`config.mk`:
```
export PLATFORM = sky130hd
export DESIGN_NAME = axil_slave_regfile
export DESIGN_NICKNAME = d
export VERILOG_FILES = /design/src/rtl/axil_pkg.sv /design/src/rtl/axil_slave_regfile.sv
export SDC_FILE = /design/constraint.sdc
export NUM_CORES = 2
export LEC_CHECK = 0
export CAP_MARGIN = 10
export CORE_MARGIN = 3
export CORE_UTILIZATION = 38
export DETAILED_ROUTE_END_ITERATION = 7
export PLACE_DENSITY = 0.66
export SLEW_MARGIN = 10
export SYNTH_ARGS = -nofsm -noshare
export SYNTH_HDL_FRONTEND = slang
export SYNTH_SLANG_ARGS = --single-unit
```
`constraint.sdc`:
```
create_clock -name aclk -period 30.5 [get_ports aclk]
set_clock_uncertainty 0.15 [all_clocks]
set_input_delay 4.575 -clock aclk [delete_from_list [all_inputs] [get_ports aclk]]
set_output_delay 4.575 -clock aclk [all_outputs]
set_load 0.02 [all_outputs]
```
`src/rtl/axil_pkg.sv`:
```
// -----------------------------------------------------------------------------
// axil_pkg
// Shared types and helpers for the AXI4-Lite register file:
//   resp_t      - AXI response codes
//   wr_state_t  - write-channel FSM states (W_IDLE, W_RESP)
//   rd_state_t  - read-channel FSM states (R_IDLE, R_DATA)
//   apply_wstrb - byte-lane merge of write data into an existing word
// -----------------------------------------------------------------------------
package axil_pkg;

    typedef enum logic [1:0] {
        OKAY   = 2'b00,
        EXOKAY = 2'b01,
        SLVERR = 2'b10,
        DECERR = 2'b11
    } resp_t;

    typedef enum logic {
        W_IDLE = 1'b0,
        W_RESP = 1'b1
    } wr_state_t;

    typedef enum logic {
        R_IDLE = 1'b0,
        R_DATA = 1'b1
    } rd_state_t;

    // Byte k of the result takes data[8k+7:8k] where strb[k] is set, else keeps old.
    function automatic logic [31:0] apply_wstrb(
        input logic [31:0] old_v,
        input logic [31:0] data_v,
        input logic [3:0]  strb_v
    );
        logic [31:0] res_v;
        res_v = old_v;
        for (int k = 0; k < 4; k++) begin
            if (strb_v[k]) begin
                res_v[8*k +: 8] = data_v[8*k +: 8];
            end else begin
                res_v[8*k +: 8] = old_v[8*k +: 8];
            end
        end
        return res_v;
    endfunction

endpackage

```
`src/rtl/axil_slave_regfile.sv`:
```
// -----------------------------------------------------------------------------
// axil_slave_regfile
// AXI4-Lite slave holding NUM_REGS 32-bit read/write control registers.
// Write (AW/W/B) and read (AR/R) channels run independent two-state FSMs.
// Unmapped offsets answer SLVERR; unmapped reads return zero data.
//
// Ports:
//   aclk, areset        - clock, asynchronous active-high reset
//   s_axil_aw*/w*/b*    - AXI4-Lite write address / data / response channels
//   s_axil_ar*/r*       - AXI4-Lite read address / data channels
//   reg_q               - current contents of every register
//   reg_wr              - one-cycle pulse per register, high the cycle after
//                         that register was written (same cycle bvalid rises)
// -----------------------------------------------------------------------------
module axil_slave_regfile
    import axil_pkg::*;
#(
    parameter int          AXI_DATA_WIDTH = 32,
    parameter int          AXI_ADDR_WIDTH = 32,
    parameter int          NUM_REGS       = 16,
    parameter logic [31:0] RESET_VAL      = 32'h0000_0000
) (
    input  logic                        aclk,
    input  logic                        areset,

    input  logic [AXI_ADDR_WIDTH-1:0]   s_axil_awaddr,
    input  logic                        s_axil_awvalid,
    output logic                        s_axil_awready,
    input  logic [AXI_DATA_WIDTH-1:0]   s_axil_wdata,
    input  logic [AXI_DATA_WIDTH/8-1:0] s_axil_wstrb,
    input  logic                        s_axil_wvalid,
    output logic                        s_axil_wready,
    output logic [1:0]                  s_axil_bresp,
    output logic                        s_axil_bvalid,
    input  logic                        s_axil_bready,

    input  logic [AXI_ADDR_WIDTH-1:0]   s_axil_araddr,
    input  logic                        s_axil_arvalid,
    output logic                        s_axil_arready,
    output logic [AXI_DATA_WIDTH-1:0]   s_axil_rdata,
    output logic [1:0]                  s_axil_rresp,
    output logic                        s_axil_rvalid,
    input  logic                        s_axil_rready,

    output logic [AXI_DATA_WIDTH-1:0]   reg_q [NUM_REGS],
    output logic [NUM_REGS-1:0]         reg_wr
);

    // The decoded index is one bit wider than strictly needed for a
    // power-of-two register count, so the first alias above the register
    // block (e.g. offset 0x40 with 16 registers) decodes as unmapped instead
    // of wrapping onto register 0. For other counts this equals clog2(NUM_REGS).
    localparam int              IDX_W      = $clog2(NUM_REGS + 1);
    localparam int              SEL_W      = (NUM_REGS > 1) ? $clog2(NUM_REGS) : 1;
    localparam logic [IDX_W:0]  NUM_REGS_L = (IDX_W + 1)'(NUM_REGS);

    // Register storage
    logic [AXI_DATA_WIDTH-1:0]  reg_q_r [NUM_REGS];
    logic [NUM_REGS-1:0]        reg_wr_r;

    // Write channel state
    wr_state_t                  wr_state_r;
    logic                       awready_r;
    logic                       wready_r;
    logic                       aw_held_r;
    logic                       w_held_r;
    logic [IDX_W-1:0]           awidx_r;
    logic [AXI_DATA_WIDTH-1:0]  wdata_r;
    logic [AXI_DATA_WIDTH/8-1:0] wstrb_r;
    logic                       bvalid_r;
    resp_t                      bresp_r;

    // Read channel state
    rd_state_t                  rd_state_r;
    logic                       arready_r;
    logic                       rvalid_r;
    resp_t                      rresp_r;
    logic [AXI_DATA_WIDTH-1:0]  rdata_r;

    // Combinational helpers
    logic                       aw_fire_s;
    logic                       w_fire_s;
    logic                       commit_s;
    logic [IDX_W-1:0]           wr_idx_s;
    logic [SEL_W-1:0]           wr_sel_s;
    logic                       wr_mapped_s;
    logic [AXI_DATA_WIDTH-1:0]  wr_data_s;
    logic [AXI_DATA_WIDTH/8-1:0] wr_strb_s;
    logic                       ar_fire_s;
    logic [IDX_W-1:0]           rd_idx_s;
    logic [SEL_W-1:0]           rd_sel_s;
    logic                       rd_mapped_s;
    logic                       unused_addr_bits_s;

    // Base decode belongs to the interconnect and byte offset is ignored.
    assign unused_addr_bits_s = ^{s_axil_awaddr[AXI_ADDR_WIDTH-1:IDX_W+2], s_axil_awaddr[1:0],
                                  s_axil_araddr[AXI_ADDR_WIDTH-1:IDX_W+2], s_axil_araddr[1:0]};

    assign aw_fire_s = s_axil_awvalid & awready_r;
    assign w_fire_s  = s_axil_wvalid  & wready_r;

    // Pick write address/data from the held copy if captured earlier, else live.
    always_comb begin
        wr_idx_s  = s_axil_awaddr[IDX_W+1:2];
        wr_data_s = s_axil_wdata;
        wr_strb_s = s_axil_wstrb;
        if (aw_held_r) begin
            wr_idx_s = awidx_r;
        end else begin
            wr_idx_s = s_axil_awaddr[IDX_W+1:2];
        end
        if (w_held_r) begin
            wr_data_s = wdata_r;
            wr_strb_s = wstrb_r;
        end else begin
            wr_data_s = s_axil_wdata;
            wr_strb_s = s_axil_wstrb;
        end
    end

    assign wr_sel_s    = wr_idx_s[SEL_W-1:0];
    assign wr_mapped_s = ({1'b0, wr_idx_s} < NUM_REGS_L);
    // Commit once both halves are present, whether held or arriving this cycle.
    assign commit_s    = (wr_state_r == W_IDLE) & (aw_held_r | aw_fire_s) & (w_held_r | w_fire_s);

    assign ar_fire_s   = s_axil_arvalid & arready_r;
    assign rd_idx_s    = s_axil_araddr[IDX_W+1:2];
    assign rd_sel_s    = rd_idx_s[SEL_W-1:0];
    assign rd_mapped_s = ({1'b0, rd_idx_s} < NUM_REGS_L);

    // Write FSM: AW/W capture, register update, write strobe and B response.
    always_ff @(posedge aclk or posedge areset) begin
        if (areset) begin
            wr_state_r <= W_IDLE;
            awready_r  <= 1'b1;
            wready_r   <= 1'b1;
            aw_held_r  <= 1'b0;
            w_held_r   <= 1'b0;
            awidx_r    <= '0;
            wdata_r    <= '0;
            wstrb_r    <= '0;
            bvalid_r   <= 1'b0;
            bresp_r    <= OKAY;
            reg_wr_r   <= '0;
            for (int i = 0; i < NUM_REGS; i++) begin
                reg_q_r[i] <= RESET_VAL;
            end
        end else begin
            reg_wr_r <= '0;
            case (wr_state_r)
                W_IDLE: begin
                    if (commit_s) begin
                        if (wr_mapped_s) begin
                            reg_q_r[wr_sel_s]  <= apply_wstrb(reg_q_r[wr_sel_s], wr_data_s, wr_strb_s);
                            reg_wr_r[wr_sel_s] <= 1'b1;
                            bresp_r            <= OKAY;
                        end else begin
                            bresp_r            <= SLVERR;
                        end
                        bvalid_r   <= 1'b1;
                        awready_r  <= 1'b0;
                        wready_r   <= 1'b0;
                        aw_held_r  <= 1'b1;
                        w_held_r   <= 1'b1;
                        wr_state_r <= W_RESP;
                    end else begin
                        if (aw_fire_s) begin
                            aw_held_r <= 1'b1;
                            awidx_r   <= s_axil_awaddr[IDX_W+1:2];
                            awready_r <= 1'b0;
                        end
                        if (w_fire_s) begin
                            w_held_r <= 1'b1;
                            wdata_r  <= s_axil_wdata;
                            wstrb_r  <= s_axil_wstrb;
                            wready_r <= 1'b0;
                        end
                    end
                end
                W_RESP: begin
                    if (s_axil_bready) begin
                        bvalid_r   <= 1'b0;
                        aw_held_r  <= 1'b0;
                        w_held_r   <= 1'b0;
                        awready_r  <= 1'b1;
                        wready_r   <= 1'b1;
                        wr_state_r <= W_IDLE;
                    end
                end
                default: begin
                    bvalid_r   <= 1'b0;
                    aw_held_r  <= 1'b0;
                    w_held_r   <= 1'b0;
                    awready_r  <= 1'b1;
                    wready_r   <= 1'b1;
                    wr_state_r <= W_IDLE;
                end
            endcase
        end
    end

    // Read FSM: samples the register array at the AR handshake, holds R until accepted.
    always_ff @(posedge aclk or posedge areset) begin
        if (areset) begin
            rd_state_r <= R_IDLE;
            arready_r  <= 1'b1;
            rvalid_r   <= 1'b0;
            rresp_r    <= OKAY;
            rdata_r    <= '0;
        end else begin
            case (rd_state_r)
                R_IDLE: begin
                    if (ar_fire_s) begin
                        // reg_q_r is read before any same-edge write lands: pre-write value.
                        if (rd_mapped_s) begin
                            rdata_r <= reg_q_r[rd_sel_s];
                            rresp_r <= OKAY;
                        end else begin
                            rdata_r <= '0;
                            rresp_r <= SLVERR;
                        end
                        rvalid_r   <= 1'b1;
                        arready_r  <= 1'b0;
                        rd_state_r <= R_DATA;
                    end
                end
                R_DATA: begin
                    if (s_axil_rready) begin
                        rvalid_r   <= 1'b0;
                        arready_r  <= 1'b1;
                        rd_state_r <= R_IDLE;
                    end
                end
                default: begin
                    rvalid_r   <= 1'b0;
                    arready_r  <= 1'b1;
                    rd_state_r <= R_IDLE;
                end
            endcase
        end
    end

    assign s_axil_awready = awready_r;
    assign s_axil_wready  = wready_r;
    assign s_axil_bvalid  = bvalid_r;
    assign s_axil_bresp   = bresp_r;
    assign s_axil_arready = arready_r;
    assign s_axil_rvalid  = rvalid_r;
    assign s_axil_rresp   = rresp_r;
    assign s_axil_rdata   = rdata_r;
    assign reg_q          = reg_q_r;
    assign reg_wr         = reg_wr_r;

endmodule
```
# == After elaboration in Yosys (flattened, before gate mapping) ==
# Cells that the tools add are included.
# word_totals
input_bits,107
mem_bits_rw,0
memories,0
rom_bits,0
ff_bits,614
elab_cells,132
out_inout_bits,569
latch_bits,0
# classes
n_addsub,0
n_mul,0
n_lt_le_gt_ge,7
shift,0
n_mux,64
div,0
n_reduce_logical,11
eq_ne,6
bitwise,12
# ops
operator,count
512-bit bitwise mux,1
32-bit binary-select mux with 4-bit select,2
32-bit 2-to-1 mux,7
32-bit demux with 4-bit select,1
8-bit 2-to-1 mux,16
16-bit 2-to-1 mux,3
1-bit 2-to-1 mux,20
1-bit one-hot mux with 2 select lines,9
2-bit AND reduction,6
"5-bit >= comparator, second input constant",2
"5-bit < comparator, second input constant",2
4-bit NOT with 5-bit output,2
3-bit AND reduction,3
"2-bit != test, second input constant",4
"3-bit != test, second input constant",2
1-bit AND,5
"4-bit by 5-bit < comparator with 1-bit output, second input constant",1
"5-bit by 1-bit < comparator with 1-bit output, second input constant",1
5-bit 2-to-1 mux,1
1-bit demux with 4-bit select,1
"4-bit by 1-bit >= comparator with 1-bit output, second input constant",1
2-bit 2-to-1 mux,2
4-bit 2-to-1 mux,1
1-bit NOT,3
other kinds (2),4

# == Depth between registers and ports, before layout ==
# depth
ltp_word,10
ltp_mapped,13
ltp_nobuf,5

# == Worst setup path before layout ==
# Ideal clock, no wire load.
# synth_timing
path_type,input to register
startpoint,input s_axil_araddr[2]
endpoint,"register rdata_r[0], in the netlist s_axil_rdata[0]"
t_arrival_ns,6.592
cell_stages,5
t_required_ns,30.229
setup_ns,0.121
slack_ns,23.637
path_buffers,2
cell_sequence,buf_2 buf_1 mux4_2 mux4_2 a22o_1
# synth_between
elab_chain_len,5
elab_cells_between_ends,6
classes_between,1 x order compare; 4 x mux; 1 x bitwise
# synth_lines
element,line,source
"start, declared",axil_slave_regfile.sv:37,"input logic [AXI_ADDR_WIDTH-1:0] s_axil_araddr,"
4-bit NOT with 5-bit output (implied by the code),axil_slave_regfile.sv:216,rdata_r <= reg_q_r[rd_sel_s];
32-bit binary-select mux with 4-bit select,axil_slave_regfile.sv:216,
32-bit 2-to-1 mux (implied by the code) (2 in a row),axil_slave_regfile.sv:216,
32-bit 2-to-1 mux *,axil_slave_regfile.sv:215,if (rd_mapped_s) begin
"end signal, assigned",axil_slave_regfile.sv:216,
"end, declared",axil_slave_regfile.sv:78,logic [AXI_DATA_WIDTH-1:0] rdata_r;
# Every way passes the cells marked *; elsewhere a longest branch is shown, timed or not. The select of a mux whose other input is x is not followed.
# A chain may end at the register's enable or synchronous reset.

==> run_results.csv <==
group,metric,value,unit
yosys,synthArstFlopShare,1.00,
critical_path,worstPathMaxFanout,128,
floorplanning,dieArea,94400,µm²
drt,via_per_inst,7.08,
critical_path,slowest_delay,0.94,ns
drt,final_antenna_net_count,0,
critical_path,worstPathRequired,30.90,ns
sta,finalCriticalPeriod,8.70,ns
cells_and_area,multi_input_area,17200,µm²
sta,clock.fmax,115,MHz
yosys,ys_types,60,
global_route,antenna_found_initial,3,
critical_path,reg2regPathDepth,7,
critical_path,cpMostUsedCell,"buf_4",
sta,tightest_slew,1.18,ns
clocking,htree_levels,3,
drt,drc,0,
critical_path,crit_chain,"clkdlybuf4s50_1 -> inv_8 -> buf_4 -> buf_4 -> buf_4 -> buf_4",
critical_path,worstSetupStartpointType,"input pin",
clocking,cts_root_buf,"clkbuf_16",
critical_path,cp_slowest_cell,"buf_4",
run_status,outcome,"completed",
floorplanning,core,89200,µm²
clocking,numCtsBuffers,71,
sta,post-route-period-util,0.285,
floorplanning,start_util,0.387,
sta,hold_viol_final,0,
power_and_ir_drop,peakVddDrop,0.0000612,V
cells_and_area,final_common_cell,"clkdlybuf4s50_1",
hold_path,hp-class,"reg -> reg",
cells_and_area,fillers,8017,
sta,rsz0062_at_grt,"false",
sta,relSlewSlack,0.214,
floorplanning,die_x,307,µm
floorplanning,rows,109,
global_route,grt_util_met3,0.0864,
hold_path,hold_path_startpoint,"rd_state_r$_DFF_PP0_",
clocking,cts_tree,"yes",
clocking,clk_pin_slew_worst_paths,0.06,ns
drt,initialDrtViolationCount,4844,
yosys,ys.flop_type,"dfrtp_1",
place,portBuffers,619,
critical_path,cp.arrival,9.11,ns
floorplanning,ioPinCount,676,
cells_and_area,seq_area,15300,µm²
drt,first_pass_iters,8,
clocking,clock_path_buffers,3,
cells_and_area,synthToLayoutAreaGrowth,25.3,%
cells_and_area,final_util,0.484,
hold_path,holdPathStages,1,
global_route,grt_pass1_wl,241000,µm
critical_path,rr_startpoint,"aw_held_r$_DFFE_PP0P_",
global_route,busiest_layer,"met2",
global_route,grtUsageMet2,0.530,
cells_and_area,nNetsFinal,3644,
drt,routed_wl,170000,µm
critical_path,cp-end-kind,"async pin",
cells_and_area,mostFrequentLayoutCells,"clkdlybuf4s50_1, dfrtp_1, nand2_1, o221ai_1, o21ai_0",
critical_path,ff2ff_setup_slack,25.76,ns
global_route,gr-total-overflow,0,
global_route,track_usage,0.347,
sta,slew_violations,0,
yosys,synth-seq-cells,612,
drt,vias,33700,
yosys,netlist_instances,3134,
yosys,synth_area,34500,µm²
clocking,cts.sinks,612,
clocking,postCtsSetupRepairBufs,0,
yosys,yosys_warnings,0,
hold_path,hold_end,"s_axil_rvalid$_DFFE_PP0P_",
global_route,grt_pass1_vias,32200,
place,hpwl,102000,µm
clocking,post_cts_resized,0,
sta,setup_viol,0,
yosys,synth_seq_area_share,0.444,
floorplanning,die_h,307,µm
power_and_ir_drop,power_density,103,nW/µm²
yosys,synth_edf_count,0,
global_route,grt_max_degree,129,
drt,wl_per_cell,35.7,µm
sta,tns,0,ns
global_route,grt_use_met1,0.455,
critical_path,path_class,"in -> async",
clocking,cts_hold_buf,0,
run,drv_cap,0,
power_and_ir_drop,leakagePower,16.3,nW
yosys,syn_area_per_cell,11.0,µm²
clocking,clk_latency,0.61,ns
critical_path,r2r_end,"reg_q[410]$_DFFE_PP0P_",
place,place_congestion,0.851,
cells_and_area,drive_gt1_frac,0.159,
==> flip-flops by register name (all words and copies together), names as in the netlist, 4 cells and up <==
register,flops
wstrb_r,4
awidx_r,5
reg_wr,16
s_axil_rdata,32
wdata_r,32
reg_q,512
==> cells in the mapped netlist (all sizes together), types with 14 or more instances <==
cell type    n  area (µm²)
a2111oi     26         490
a21bo       98         981
a21boi      18         135
a22o        32         280
a22oi       33         248
a41o        34         340
a41oi       50         438
buf        196        1410
clkbuf     172         648
dfrtp      609       15200
inv         34         128
mux2        42         473
mux4       160        3600
nand2      581        2180
nor2        37         151
o2111ai     14         123
o21a        90         676
o21ai      286        1430
o221ai     512        4520
o41ai       18         188
==> routing by layer <==
layer / up-vias / routed length (µm)
li1: 13200 / -
met1: 17100 / 63300
met2: 2775 / 76100
met3: 581 / 19400
met4: 4 / 11000
met5: - / 27
==> through the flow <==
stage / cell area (µm²) / hold WS [ns] / setup WS, ns / cells / total power, mW
global placement: 40900 / 0.330 / 21.07 / 4628 / 3.52
global route: 43200 / 0.359 / 21.23 / 4756 / 4.62
CTS: 43200 / 0.334 / 21.66 / 4755 / 4.43
detailed placement: 40900 / 0.331 / 21.00 / 4628 / 3.55
finish: 43200 / 0.338 / 21.80 / 4757 / 4.47
floorplan: 34500 / 0.307 / 8.64 / 3135 / 2.53
==> how the worst max path moves through the flow <==
stage	start	endpoint	depth (start not counted)
2_1_floorplan	areset	aw_held_r$_DFFE_PP0P_	1
3_3_place_gp	areset	reg_q[469]$_DFFE_PP0P_	6
3_5_place_dp	areset	reg_q[469]$_DFFE_PP0P_	6
4_1_cts	areset	reg_q[305]$_DFFE_PP0P_	6
5_1_grt	areset	reg_q[86]$_DFFE_PP0P_	6
6_report	areset	reg_q[305]$_DFFE_PP0P_	6
==> area by class of cell <==
type | count | area share
antenna | 1 | 0.0000579
multi-input combinational | 2121 | 0.397
inverter | 34 | 0.00313
tap | 1165 | 0.0337
sequential | 612 | 0.355
clock inverter | 23 | 0.00507
clock buffer | 104 | 0.0490
timing repair buffer | 697 | 0.157
==> worst max-delay path: cells and delay by family <==
kind                   cells  cell delay [ns]
buffers and inverters      6             4.31
==> where the power goes <==
group / switching, mW / leakage, nW / internal (mW)
Sequential: 0.402 / 8.36 / 1.10
Combinational: 1.21 / 6.74 / 0.877
Clock: 0.371 / 1.16 / 0.508
Total: 1.98 / 16.3 / 2.49
==> logic make-up (layout without fill, tap and decap cells) <==
kind of cell	count (synthesis)	after routing	share of synthesized area
compound gates	1239	1239	0.293
simple gates	678	678	0.0808
flops	612	612	0.444
buf+inv	402	858	0.0634
mux	202	202	0.118
other cells	1	3	0.000109
Power figures use the tool's default switching activity.
